--- src/rtl/fpaddsub_pkg.sv ---
// Shared constants and the FIFO entry layout for the FP add/sub result path.
package fpaddsub_pkg;

   localparam int FP_W           = 32;
   localparam int FLG_W          = 5;
   localparam int ADDSUB_LATENCY = 10;

   localparam int FLG_OVF = 4;
   localparam int FLG_UNF = 3;
   localparam int FLG_DBZ = 2;
   localparam int FLG_INV = 1;
   localparam int FLG_INX = 0;

   localparam int ENTRY_W = FLG_W + FP_W;

   // Flags sit above the result so the packed entry reads {flags, result}.
   typedef struct packed {
      logic [FLG_W-1:0] flags;
      logic [FP_W-1:0]  result;
   } res_entry_t;

endpackage

--- src/rtl/fpaddsub_result_buffer_if.sv ---
// Operation/result handshake between the adder environment and the result buffer.
interface fpaddsub_result_buffer_if;
   import fpaddsub_pkg::*;

   logic             op_valid_i;
   logic             op_ready_o;
   logic             issue_o;
   logic [FP_W-1:0]  add_result_i;
   logic [FLG_W-1:0] add_flags_i;
   logic             res_valid_o;
   logic             res_ready_i;
   logic [FP_W-1:0]  res_data_o;
   logic [FLG_W-1:0] res_flags_o;

   modport slave (
      input  op_valid_i, add_result_i, add_flags_i, res_ready_i,
      output op_ready_o, issue_o, res_valid_o, res_data_o, res_flags_o
   );

   modport master (
      output op_valid_i, add_result_i, add_flags_i, res_ready_i,
      input  op_ready_o, issue_o, res_valid_o, res_data_o, res_flags_o
   );

endinterface

--- src/rtl/fpaddsub_sync_fifo.sv ---
// Registered FIFO with wrap-bit pointers; head is read straight from storage.
module fpaddsub_sync_fifo #(
   parameter int WIDTH = 37,
   parameter int DEPTH = 8
) (
   input  logic                   clk,
   input  logic                   rst,
   input  logic                   wr_en,
   input  logic [WIDTH-1:0]       din,
   input  logic                   rd_en,
   output logic [WIDTH-1:0]       dout,
   output logic                   empty,
   output logic                   full,
   output logic [$clog2(DEPTH):0] count
);

   localparam int AW = $clog2(DEPTH);

   logic [WIDTH-1:0] mem [DEPTH];
   logic [AW:0]      wr_ptr;
   logic [AW:0]      rd_ptr;
   logic             do_wr;
   logic             do_rd;

   // A write into a full FIFO is only honoured when the head leaves in the same cycle.
   assign do_rd = rd_en && !empty;
   assign do_wr = wr_en && (!full || do_rd);

   always_ff @(posedge clk) begin
      if (do_wr)
         mem[wr_ptr[AW-1:0]] <= din;
   end

   always_ff @(posedge clk) begin
      if (rst) begin
         wr_ptr <= '0;
         rd_ptr <= '0;
      end else begin
         if (do_wr)
            wr_ptr <= wr_ptr + (AW+1)'(1);
         if (do_rd)
            rd_ptr <= rd_ptr + (AW+1)'(1);
      end
   end

   assign dout  = mem[rd_ptr[AW-1:0]];
   assign count = wr_ptr - rd_ptr;
   assign empty = (wr_ptr == rd_ptr);
   assign full  = (wr_ptr[AW] != rd_ptr[AW]) && (wr_ptr[AW-1:0] == rd_ptr[AW-1:0]);

endmodule

--- src/rtl/fpaddsub_result_buffer.sv ---
// Credit-based flow-control shell behind the non-stallable FP adder/subtractor:
// tracks in-flight ops, buffers results, and accumulates sticky exception flags.
module fpaddsub_result_buffer
   import fpaddsub_pkg::*;
#(
   parameter int LATENCY = ADDSUB_LATENCY,
   parameter int DEPTH   = 8,
   parameter int CW      = 4
) (
   input  logic                     clk,
   input  logic                     rst,
   fpaddsub_result_buffer_if.slave  bus,
   output logic [FLG_W-1:0]         sticky_flags_o,
   input  logic                     flag_clear_i,
   output logic [CW-1:0]            inflight_o,
   output logic [CW-1:0]            count_o,
   output logic                     err_o
);

   logic [LATENCY-1:0]      vld_line;
   logic                    capture;
   logic                    issue;
   logic                    op_ready;
   logic                    pop;
   logic                    res_valid;
   logic [CW-1:0]           inflight;
   logic [CW-1:0]           credits_used;
   logic [ENTRY_W-1:0]      fifo_din;
   logic [ENTRY_W-1:0]      fifo_dout;
   logic                    fifo_empty;
   logic                    fifo_full;
   logic [$clog2(DEPTH):0]  fifo_count;
   res_entry_t              head;

   // Every op in the adder or the FIFO holds a credit, so the FIFO can never overflow.
   assign credits_used = inflight + count_o;
   assign op_ready     = !rst && (credits_used < CW'(DEPTH));
   assign issue        = bus.op_valid_i && op_ready;
   assign capture      = vld_line[LATENCY-1];

   always_ff @(posedge clk) begin
      if (rst) begin
         vld_line <= '0;
      end else begin
         vld_line[0] <= issue;
         for (int i = 1; i < LATENCY; i++)
            vld_line[i] <= vld_line[i-1];
      end
   end

   always_ff @(posedge clk) begin
      if (rst)
         inflight <= '0;
      else if (issue && !capture)
         inflight <= inflight + CW'(1);
      else if (!issue && capture)
         inflight <= inflight - CW'(1);
   end

   assign fifo_din = {bus.add_flags_i, bus.add_result_i};

   fpaddsub_sync_fifo #(
      .WIDTH (ENTRY_W),
      .DEPTH (DEPTH)
   ) u_fifo (
      .clk   (clk),
      .rst   (rst),
      .wr_en (capture),
      .din   (fifo_din),
      .rd_en (pop),
      .dout  (fifo_dout),
      .empty (fifo_empty),
      .full  (fifo_full),
      .count (fifo_count)
   );

   assign head      = fifo_dout;
   assign res_valid = !fifo_empty;
   assign pop       = res_valid && bus.res_ready_i;

   // A capture in the same cycle as a clear is kept.
   always_ff @(posedge clk) begin
      if (rst)
         sticky_flags_o <= '0;
      else
         sticky_flags_o <= (flag_clear_i ? '0 : sticky_flags_o) | (capture ? bus.add_flags_i : '0);
   end

   always_ff @(posedge clk) begin
      if (rst)
         err_o <= 1'b0;
      else if ((capture && fifo_full && !pop) || (pop && fifo_empty))
         err_o <= 1'b1;
   end

   assign bus.op_ready_o  = op_ready;
   assign bus.issue_o     = issue;
   assign bus.res_valid_o = res_valid;
   assign bus.res_data_o  = head.result;
   assign bus.res_flags_o = head.flags;
   assign inflight_o      = inflight;
   assign count_o         = CW'(fifo_count);

endmodule
--- src/flat_wrapper.sv ---
// flat-port wrapper written by rule: the top's interface ports become plain ports
module fpaddsub_result_buffer_flat import fpaddsub_pkg::*;
#(
   parameter int LATENCY = ADDSUB_LATENCY,
   parameter int DEPTH   = 8,
   parameter int CW      = 4
)
  (clk, rst, sticky_flags_o, flag_clear_i, inflight_o, count_o, err_o, bus_op_valid_i, bus_add_result_i, bus_add_flags_i, bus_res_ready_i, bus_op_ready_o, bus_issue_o, bus_res_valid_o, bus_res_data_o, bus_res_flags_o);
  fpaddsub_result_buffer_if bus_i ();
  input  logic clk;
  input  logic rst;
  output logic [FLG_W-1:0] sticky_flags_o;
  input  logic flag_clear_i;
  output logic [CW-1:0] inflight_o;
  output logic [CW-1:0] count_o;
  output logic err_o;
  input wire logic [$bits(bus_i.op_valid_i)-1:0] bus_op_valid_i;
  input wire logic [$bits(bus_i.add_result_i)-1:0] bus_add_result_i;
  input wire logic [$bits(bus_i.add_flags_i)-1:0] bus_add_flags_i;
  input wire logic [$bits(bus_i.res_ready_i)-1:0] bus_res_ready_i;
  output wire logic [$bits(bus_i.op_ready_o)-1:0] bus_op_ready_o;
  output wire logic [$bits(bus_i.issue_o)-1:0] bus_issue_o;
  output wire logic [$bits(bus_i.res_valid_o)-1:0] bus_res_valid_o;
  output wire logic [$bits(bus_i.res_data_o)-1:0] bus_res_data_o;
  output wire logic [$bits(bus_i.res_flags_o)-1:0] bus_res_flags_o;
  assign bus_i.op_valid_i = bus_op_valid_i;
  assign bus_i.add_result_i = bus_add_result_i;
  assign bus_i.add_flags_i = bus_add_flags_i;
  assign bus_i.res_ready_i = bus_res_ready_i;
  assign bus_op_ready_o = bus_i.op_ready_o;
  assign bus_issue_o = bus_i.issue_o;
  assign bus_res_valid_o = bus_i.res_valid_o;
  assign bus_res_data_o = bus_i.res_data_o;
  assign bus_res_flags_o = bus_i.res_flags_o;
  fpaddsub_result_buffer #(.LATENCY(LATENCY), .DEPTH(DEPTH), .CW(CW)) u_core (.clk(clk), .rst(rst), .bus(bus_i), .sticky_flags_o(sticky_flags_o), .flag_clear_i(flag_clear_i), .inflight_o(inflight_o), .count_o(count_o), .err_o(err_o));
endmodule
--- config.mk ---
export PLATFORM = sky130hd
export DESIGN_NAME = fpaddsub_result_buffer_flat
export DESIGN_NICKNAME = d
export VERILOG_FILES = /design/src/rtl/fpaddsub_pkg.sv /design/src/rtl/fpaddsub_result_buffer_if.sv /design/src/rtl/fpaddsub_sync_fifo.sv /design/src/rtl/fpaddsub_result_buffer.sv /design/src/flat_wrapper.sv
export SDC_FILE = /design/constraint.sdc
export NUM_CORES = 1
export LEC_CHECK = 0
export ABC_AREA = 1
export CAP_MARGIN = 30
export CORE_ASPECT_RATIO = 0.5
export CORE_MARGIN = 1
export CORE_UTILIZATION = 39
export CTS_CLUSTER_DIAMETER = 80
export DETAILED_ROUTE_END_ITERATION = 10
export GPL_ROUTABILITY_DRIVEN = 0
export PLACE_DENSITY = 0.53
export SLEW_MARGIN = 20
export SYNTH_ARGS = -nofsm -noshare
export SYNTH_HDL_FRONTEND = slang
export SYNTH_SLANG_ARGS = --single-unit
export TNS_END_PERCENT = 100
--- constraint.sdc ---
create_clock -name clk -period 8.8 [get_ports clk]
set_clock_uncertainty 0.2 [all_clocks]
set_input_delay 0.88 -clock clk [delete_from_list [all_inputs] [get_ports clk]]
set_output_delay 0.88 -clock clk [all_outputs]
set_load 0.02 [all_outputs]
### Yosys cells after proc, flatten, opt, wreduce, memory -nomap -nowiden

Memories as Yosys holds them, arrays and structs flattened. A register that Yosys moved wholly into a read port is not among the register bits.
Index checks and enable logic that the tools add are counted.

| cells by class | value |
|---|---|
| add/sub/neg operators | 6 |
| magnitude comparators | 1 |
| eq/ne operators | 3 |
| mux-type cells | 8 |
| bitwise gates (word level) | 1 |
| reductions and logical operators | 20 |

Operator list:

| kind | count |
|---|---|
| 4-bit by 1-bit adder with 4-bit output, second input constant | 3 |
| 1-bit logical AND | 11 |
| 5-bit two-way mux | 2 |
| 4-bit two-way mux | 2 |
| 1-bit logical NOT | 6 |
| 3-bit two-way mux | 2 |
| 5-bit OR | 1 |
| 4-bit adder | 1 |
| 4-bit == test | 1 |
| 4-bit < comparator, second input constant | 1 |
| 4-bit by 1-bit subtractor with 4-bit output, second input constant | 1 |
| 4-bit subtractor | 1 |
| 3-bit == test | 1 |
| 1-bit logical OR | 2 |
| 1-bit two-way mux | 2 |
| 2-bit nonzero test | 1 |
| 1-bit != test | 1 |

| storage, ports and cells | value |
|---|---|
| register bits after elaboration | 28 |
| RAM bits | 296 |
| output and inout bits | 54 |
| memories | 1 |

Memory list:

| memory | depth | width | read ports | clocked after Yosys merged registers in | write ports | RTL line | text |
|---|---|---|---|---|---|---|---|
| u_core.u_fifo.mem | 8 | 37 | 1 | 1 | 1 | fpaddsub_sync_fifo.sv:19 | `logic [WIDTH-1:0] mem [DEPTH];` |

### Depth between registers and ports, before layout

Gate-level depths: netlist of run 1.

| depth | value |
|---|---|
| depth after elaboration | 9 |
| mapped depth | 22 |

### Cells and area by module

A second synthesis of run 1 with hierarchy kept.

| unflattened totals | value |
|---|---|
| cell total of the unflattened synthesis | 1045 |
| area, all modules | 13006.2 µm² |

Modules (own cells, without submodules):

| module | times used | cells each | area an instance (µm²) | seq. area each (µm²) |
|---|---|---|---|---|
| fpaddsub_sync_fifo | 1 | 933 | 12147.9 | 9108.7 |
| fpaddsub_result_buffer | 1 | 112 | 858.3 | 400.4 |

### Least setup slack after synthesis of run 1

OpenSTA, ideal clock, no wires.

| timing | value |
|---|---|
| path type | input to register |
| start point | input bus_res_ready_i |
| end point | memory u_core.u_fifo.mem[6][0], enable pin |
| setup time | 0.477 ns |
| arrival | 3.813 ns |
| data required time | 8.123 ns |
| setup slack | 4.309 ns |
| cell stages on the path | 6 |
| path buffers | 0 |
| cells stage by stage | nor2_1 > nand2_1 > nand2_1 > inv_2 > nand2_1 > nor3_1 |

| between the ends | value |
|---|---|
| cells in the longest elaborated chain, start to end | 6 |

RTL lines:

| item | RTL line | text |
|---|---|---|
| start, declared | flat_wrapper.sv:20 | `input wire logic [$bits(bus_i.res_ready_i)-1:0] bus_res_ready_i;` |
| 1-bit logical AND | fpaddsub_result_buffer.sv:79 | `assign pop = res_valid && bus.res_ready_i;` |
| 1-bit logical AND | fpaddsub_sync_fifo.sv:26 | `assign do_rd = rd_en && !empty;` |
| 1-bit logical OR | fpaddsub_sync_fifo.sv:27 | `assign do_wr = wr_en && (!full \|\| do_rd);` |
| 1-bit logical AND | fpaddsub_sync_fifo.sv:27 |  |
| 1-bit two-way mux | fpaddsub_sync_fifo.sv:30 | `if (do_wr)` |
| 1-bit two-way mux (not written as such) | fpaddsub_sync_fifo.sv:31 | `mem[wr_ptr[AW-1:0]] <= din;` |
| end, declared | fpaddsub_sync_fifo.sv:19 |  |

Every way passes these cells.

==> out/summary.txt, run 1 <==
Row Count = 46
TritonCTS buffer count = 30
CTS resizes = 0
antenna-violating nets left = 0
Crit path largest cell delay = 0.60 ns
Syn Inst Count = 1025
H-tree depth = 1
WS Path Type = reg2out
HP Class = reg2reg
Crit Path Max Fanout = 58
outcome = finished clean
Worst path most repeated cell = nand2_1
clk sinks = 327
final slew viol count = 0
Critical-path top delay cell = clkdlybuf4s50_1
Via density = 5.19
CTS hold repair buffers = 0
PortBufs = 95
post-DP HPWL = 15200 um
post-synthesis register bit count = 327
RSZ-0062 raised after global routing = false
setup TNS = 0 ns
Pre-antenna DRT Iters = 5
standby leakage power = 5.13 nW
pwr dens = 214 mW/mm^2
Mean Syn Cell Area = 12.6 sq um
clock share of power = 0.373
CTS tree = yes
Min Hold Slack = 0.202 ns
synth top area cells = edfxtp_1 69%, nor2_1 7.3%, o32ai_1 5.0%, dfxtp_1 4.8%, nand2_1 4.2%
Ys Warns = 0
first-pass GRT wire length = 45300 um
Max-slew headroom = 0.457
Int Pwr = 2.50 mW
worst-margin pin slew = 0.814 ns
GRT Util Overall = 0.173
Max-cap violations = 0
Fin. Hold Viols = 0
WL/cell = 18.5 um
syn_nets = 1079
Root Buffer = clkbuf_16
crit path DAT = 3.56 ns
sequential power share = 0.527
CP cell instances = inv_4 > buf_4 > buf_16 > nor2_1 > o32ai_1 > nand2_1 > nand2_1 > clkdlybuf4s50_1
IO Pins = 96
final net count = 1164
Switching Share = 0.234
DRT Wirelength = 29000 um
share of cells above drive strength 1 = 0.0626
Bufs on Longest Clock Path = 3
Clock Latency Late Sink = 0.55 ns
vias in the first global route = 8084
Worst VDD drop = 0.140 mV
Starting Density = 0.401
DRC = 0
# diodes = 0
fin crit share = 0.528
DIE AREA = 0.0338 sq mm
Crit path required time = 7.72 ns
Synth area leader = edfxtp_1
Horiz. Die Dim = 259 um
area grow syn2layout = 18.2%
chip height = 130 um
final setup fails = 0
clock transition at the registers of the reported paths = 0.06 ns
total gr overflow = 0
crit path launch type = flop
post-synthesis sequential area ratio = 0.739
Tmin final = 4.64 ns
Vias = 8127
Sw Pwr = 761 uW
Setup Buffers After CTS = 0
core footprint = 0.0321 sq mm
top cell type's share of synthesized area = 0.691
largest net degree at the start of global routing = 91
cell area after synthesis = 0.0129 sq mm
crit end category = primary output
initial antenna violation count = 0
combinational fraction of design power = 0.100
Fmax = 215 MHz
Netlist cell types = 24
Initial DRC Count = 482
[cell usage after synthesis]
master	count
a21oi_1	18
buf_1	1
buf_2	21
buf_4	3
buf_6	5
clkbuf_1	28
dfxtp_1	31
edfxtp_1	296
fa_1	2
ha_1	10
inv_1	33
inv_2	4
inv_4	1
nand2_1	145
nand3_1	13
nand4_1	1
nor2_1	250
nor3_1	1
o211ai_1	1
o21a_1	1
o21ai_0	77
o21ai_1	6
o32ai_1	74
xor2_1	3
[final timing paths]
check	from	slack (ns)	to	cells past startpoint
worst min register to register	u_core.vld_line[3]$_SDFF_PP0_	0.20	u_core.vld_line[4]$_SDFF_PP0_	2
worst min-delay path	u_core.vld_line[3]$_SDFF_PP0_	0.20	u_core.vld_line[4]$_SDFF_PP0_	2
worst max-delay path	flop	4.16	bus_res_data_o[25]	8
worst max register to register	u_core.u_fifo.rd_ptr[0]$_SDFFE_PP0P_	5.00	u_core.inflight_o[3]$_SDFFE_PP0P_	21
[power groups by stage]
stage / clock network (mW) / logic (mW) / registers (mW)
after CTS: 1.24 / 0.322 / 1.72
after floorplan: 0 / 0.202 / 1.74
after global routing: 1.30 / 0.360 / 1.72
final: 1.22 / 0.324 / 1.72
after global placement: 0 / 0.314 / 1.76
after detailed placement: 0 / 0.320 / 1.76
[placed cells by master, fill, tap and decap left out, drive strengths merged]
master and n:
o21a 1, xor2 3, nand3 13, nor3 1, o32ai 74, nor2 250
ha 10, fa 2, dfxtp 31, o211ai 1, a21oi 18, nand2 145
inv 38, edfxtp 296, nand4 1, clkbuf 44, o21ai 83, buf 16
clkinv 12, clkdlybuf4s50 95
[registers in the layout, indices dropped and copies added, names as in the netlist, named ones only]
name	cells
u_core.u_fifo.wr_ptr	4
u_core.err_o	1
u_core.vld_line	10
u_core.inflight_o	4
u_core.u_fifo.mem	296
u_core.sticky_flags_o	5
u_core.u_fifo.rd_ptr	4
[layout make-up]
class                   count  area, sq um
clock buffers              44          845
clock inverters            12         61.3
fillers                  2787        16800
inverters                  38          145
multi-input cells         602         2980
flip-flops and latches    327         9520
well taps                 432          541
repair buffers            111         1120
[kinds of logic (layout without fill, tap and decap cells)]
family,after synthesis,after routing,synth area share
buffers and inverters,96,205,0.0340
DFF,327,327,0.739
and+or+nand+nor,410,410,0.121
AOI/OAI and AO/OA,177,177,0.0908
adders and majority gates,12,12,0.0128
xor gates and xnor gates,3,3,0.00204
[stage by stage]
| step | std cells | setup WS, ns | area [sq um] | total power, mW | util |
|---|---|---|---|---|---|
| 5_1_grt | 1566 | 3.86 | 15200 | 3.38 | 0.474 |
| 6_report | 1566 | 4.16 | 15200 | 3.26 | 0.474 |
| 3_5_place_dp | 1508 | 4.48 | 14300 | 2.08 | 0.445 |
| 2_1_floorplan | 1025 | 4.31 | 12900 | 1.94 | - |
| 3_3_place_gp | 1506 | 4.37 | 14200 | 2.07 | 0.444 |
| 4_1_cts | 1564 | 3.85 | 15200 | 3.29 | 0.474 |
[layer usage]
| layer | GRT usage | wire length (um) | vias up |
|---|---|---|---|
| li1 | - | - | 3848 |
| met1 | 0.246 | 13900 | 4090 |
| met2 | 0.285 | 13600 | 159 |
| met3 | 0.0272 | 1120 | 30 |
| met4 | 0.0317 | 380 | 0 |
| met5 | 0 | 0 | - |
[critical path, delay by kind of cell, from the launching register on]
kind	cells	cell delay (ns)
AND/OR/NAND/NOR	3	0.29
buffers and inverters	4	1.91
AO/OA/AOI/OAI	1	0.26
flip-flops	1	0.49
(Power assumes the default switching activity.)
==> run 2: changes to the inputs <==
--- a/config.mk
+++ b/config.mk
@@ -13,7 +13,7 @@
 export CTS_CLUSTER_DIAMETER = 80
 export DETAILED_ROUTE_END_ITERATION = 10
 export GPL_ROUTABILITY_DRIVEN = 0
-export PLACE_DENSITY = 0.53
+export PLACE_DENSITY = 0.55
 export SLEW_MARGIN = 20
 export SYNTH_ARGS = -nofsm -noshare
 export SYNTH_HDL_FRONTEND = slang
==> constraint.sdc (replaced) <==
create_clock -name clk -period 3.9 [get_ports clk]
set_clock_uncertainty 0.2 [all_clocks]
set_input_delay 0.39 -clock clk [delete_from_list [all_inputs] [get_ports clk]]
set_output_delay 0.39 -clock clk [all_outputs]
set_load 0.02 [all_outputs]
==> run 2 against run 1 <==
- worst hold slack gained 0.0021 ns
- die area is the same
- final cell count grew 0.45%
- clock power grew to 2.5 times the previous value
- largest cell class unchanged
==> out/summary.txt, run 2 (synthesis results as in run 1) <==
Root Buffer = clkbuf_16
initial antenna violation count = 0 (unchanged)
Fmax = 272 MHz
pwr dens = 500 mW/mm^2 (+130%)
area grow syn2layout = 20.0%
TritonCTS buffer count = 30 (unchanged)
IO Pins = 96 (unchanged)
DIE AREA = 0.0338 sq mm (unchanged)
Horiz. Die Dim = 259 um (unchanged)
final slew viol count = 0 (unchanged)
clock transition at the registers of the reported paths = 0.06 ns (about the same)
largest net degree at the start of global routing = 65 (-29%)
Crit path required time = 3.31 ns (-4.41 ns)
Clock Latency Late Sink = 0.56 ns (about the same)
final net count = 1171 (+0.60%)
max FFs per register = 296 (unchanged)
pre-CTS setup slack = 0.220 ns (-4.27 ns)
standby leakage power = 5.25 nW (+2.2%)
crit path launch type = flop
DRC = 0 (unchanged)
crit path DAT = 3.09 ns (-0.47 ns)
Bufs on Longest Clock Path = 3 (unchanged)
Initial DRC Count = 483 (+0.21%)
Via density = 5.12 (-1.3%)
Pre-antenna DRT Iters = 5 (unchanged)
vias in the first global route = 8066 (-0.22%)
antenna-violating nets left = 0 (unchanged)
crit end category = primary output
core footprint = 0.0321 sq mm (unchanged)
WL/cell = 18.3 um (-1.3%)
Min Hold Slack = 0.204 ns (+0.00212 ns)
CTS hold repair buffers = 0 (unchanged)
Fin. Hold Viols = 0 (unchanged)
FF-to-FF setup slack = 0.30 ns (-4.70 ns)
HP Class = reg2reg
fin crit share = 0.944
most common cell after layout, fill and taps aside = edfxtp_1
Post-Layout Inst Area = 0.0154 sq mm (+1.5%)
Max-cap violations = 0 (unchanged)
Tmin final = 3.68 ns
# diodes = 0 (unchanged)
setup ws final = 0.219 ns (-3.94 ns)
Row Count = 46 (unchanged)
worst-margin pin slew = 0.686 ns (-0.128 ns)
Vias = 8057 (-0.86%)
CTS tree = yes
WS Path Type = reg2out
post-DP HPWL = 15600 um (+2.7%)
outcome = finished clean
Crit Path Max Fanout = 55 (-5.2%)
final setup fails = 0 (unchanged)
first-pass GRT wire length = 44900 um (-0.75%)
Max-slew headroom = 0.543 (+0.0853)
most frequent cells in the layout = 296 x edfxtp_1, 242 x nor2_1, 145 x nand2_1, 93 x clkdlybuf4s50_1, 77 x o21ai_0
Final Total Pwr = 7.72 mW (+140%)
share of cells above drive strength 1 = 0.0771 (+0.0145)
Starting Density = 0.401 (unchanged)
total gr overflow = 0 (unchanged)
H-tree depth = 1 (unchanged)
Worst VDD drop = 0.340 mV (+140%)
DRT Wirelength = 28800 um (-0.86%)
clk sinks = 327 (unchanged)
GRT Util Overall = 0.173 (-0.000396)
PortBufs = 95 (unchanged)
setup TNS = 0 ns (unchanged)
Placed Area = 0.0144 sq mm (+0.71%)
chip height = 130 um (unchanged)
## run 2: cell count changes in the layout (fill, tap and decap cells not counted), moves of 2 or more
cell	before	now
buf_16	2	0
buf_4	13	16
clkbuf_8	4	2
buf_12	1	6
clkinvlp_4	0	2
clkdlybuf4s50_1	95	93
bufinv_16	0	5
clkinv_1	8	2
## run 2: power by group
group	internal, mW	switching, mW
sequential	3.83	0.0452
combinational	0.318	0.437
clock	1.83	1.26
## run 2: worst paths after layout
kind | cells after the start | endpoint | start
max | 6 | bus_res_flags_o[2] | flop
min | 2 | u_core.vld_line[4]$_SDFF_PP0_ | u_core.vld_line[3]$_SDFF_PP0_
max reg2reg | 21 | u_core.inflight_o[3]$_SDFFE_PP0P_ | u_core.u_fifo.wr_ptr[0]$_SDFFE_PP0P_
min reg2reg | 2 | u_core.vld_line[4]$_SDFF_PP0_ | u_core.vld_line[3]$_SDFF_PP0_
## run 2: per-layer routing
metal / vias to the layer above / wire length (um) / global-route usage
met5: - / 0 / 0
met4: 0 / 573 / 0.0421
met3: 45 / 1250 / 0.0291
met2: 156 / 13300 / 0.285
met1: 3996 / 13700 / 0.240
li1: 3860 / - / -
## run 2: critical path, cell delays in order (launching register included)
cell	delay, ns
dfxtp_4	0.74
buf_4	0.46
nor2_1	0.09
o32ai_1	0.33
nand2_1	0.11
nand2_1	0.10
clkdlybuf4s50_1	0.65
## run 2: area by class of cell
cell class	instances	area, sq um
inverters	38	145
multi-input cells	602	3000
flip-flops and latches	327	9520
clock buffers	43	841
well taps	432	541
fillers	2799	16600
repair buffers	118	1200
clock inverters	13	199
## run 2: repair_timing
action,CTS,global route
buffers inserted,0,1
pin swaps,0,1
resized for setup,2,7
setup endpoints to repair,2,6
## run 2: per-stage QoR
stage / utilization / std cells
6_report: 0.482 / 1573
5_1_grt: 0.482 / 1573
4_1_cts: 0.481 / 1572
3_5_place_dp: 0.448 / 1516
3_3_place_gp: 0.448 / 1516
2_1_floorplan: - / 1025
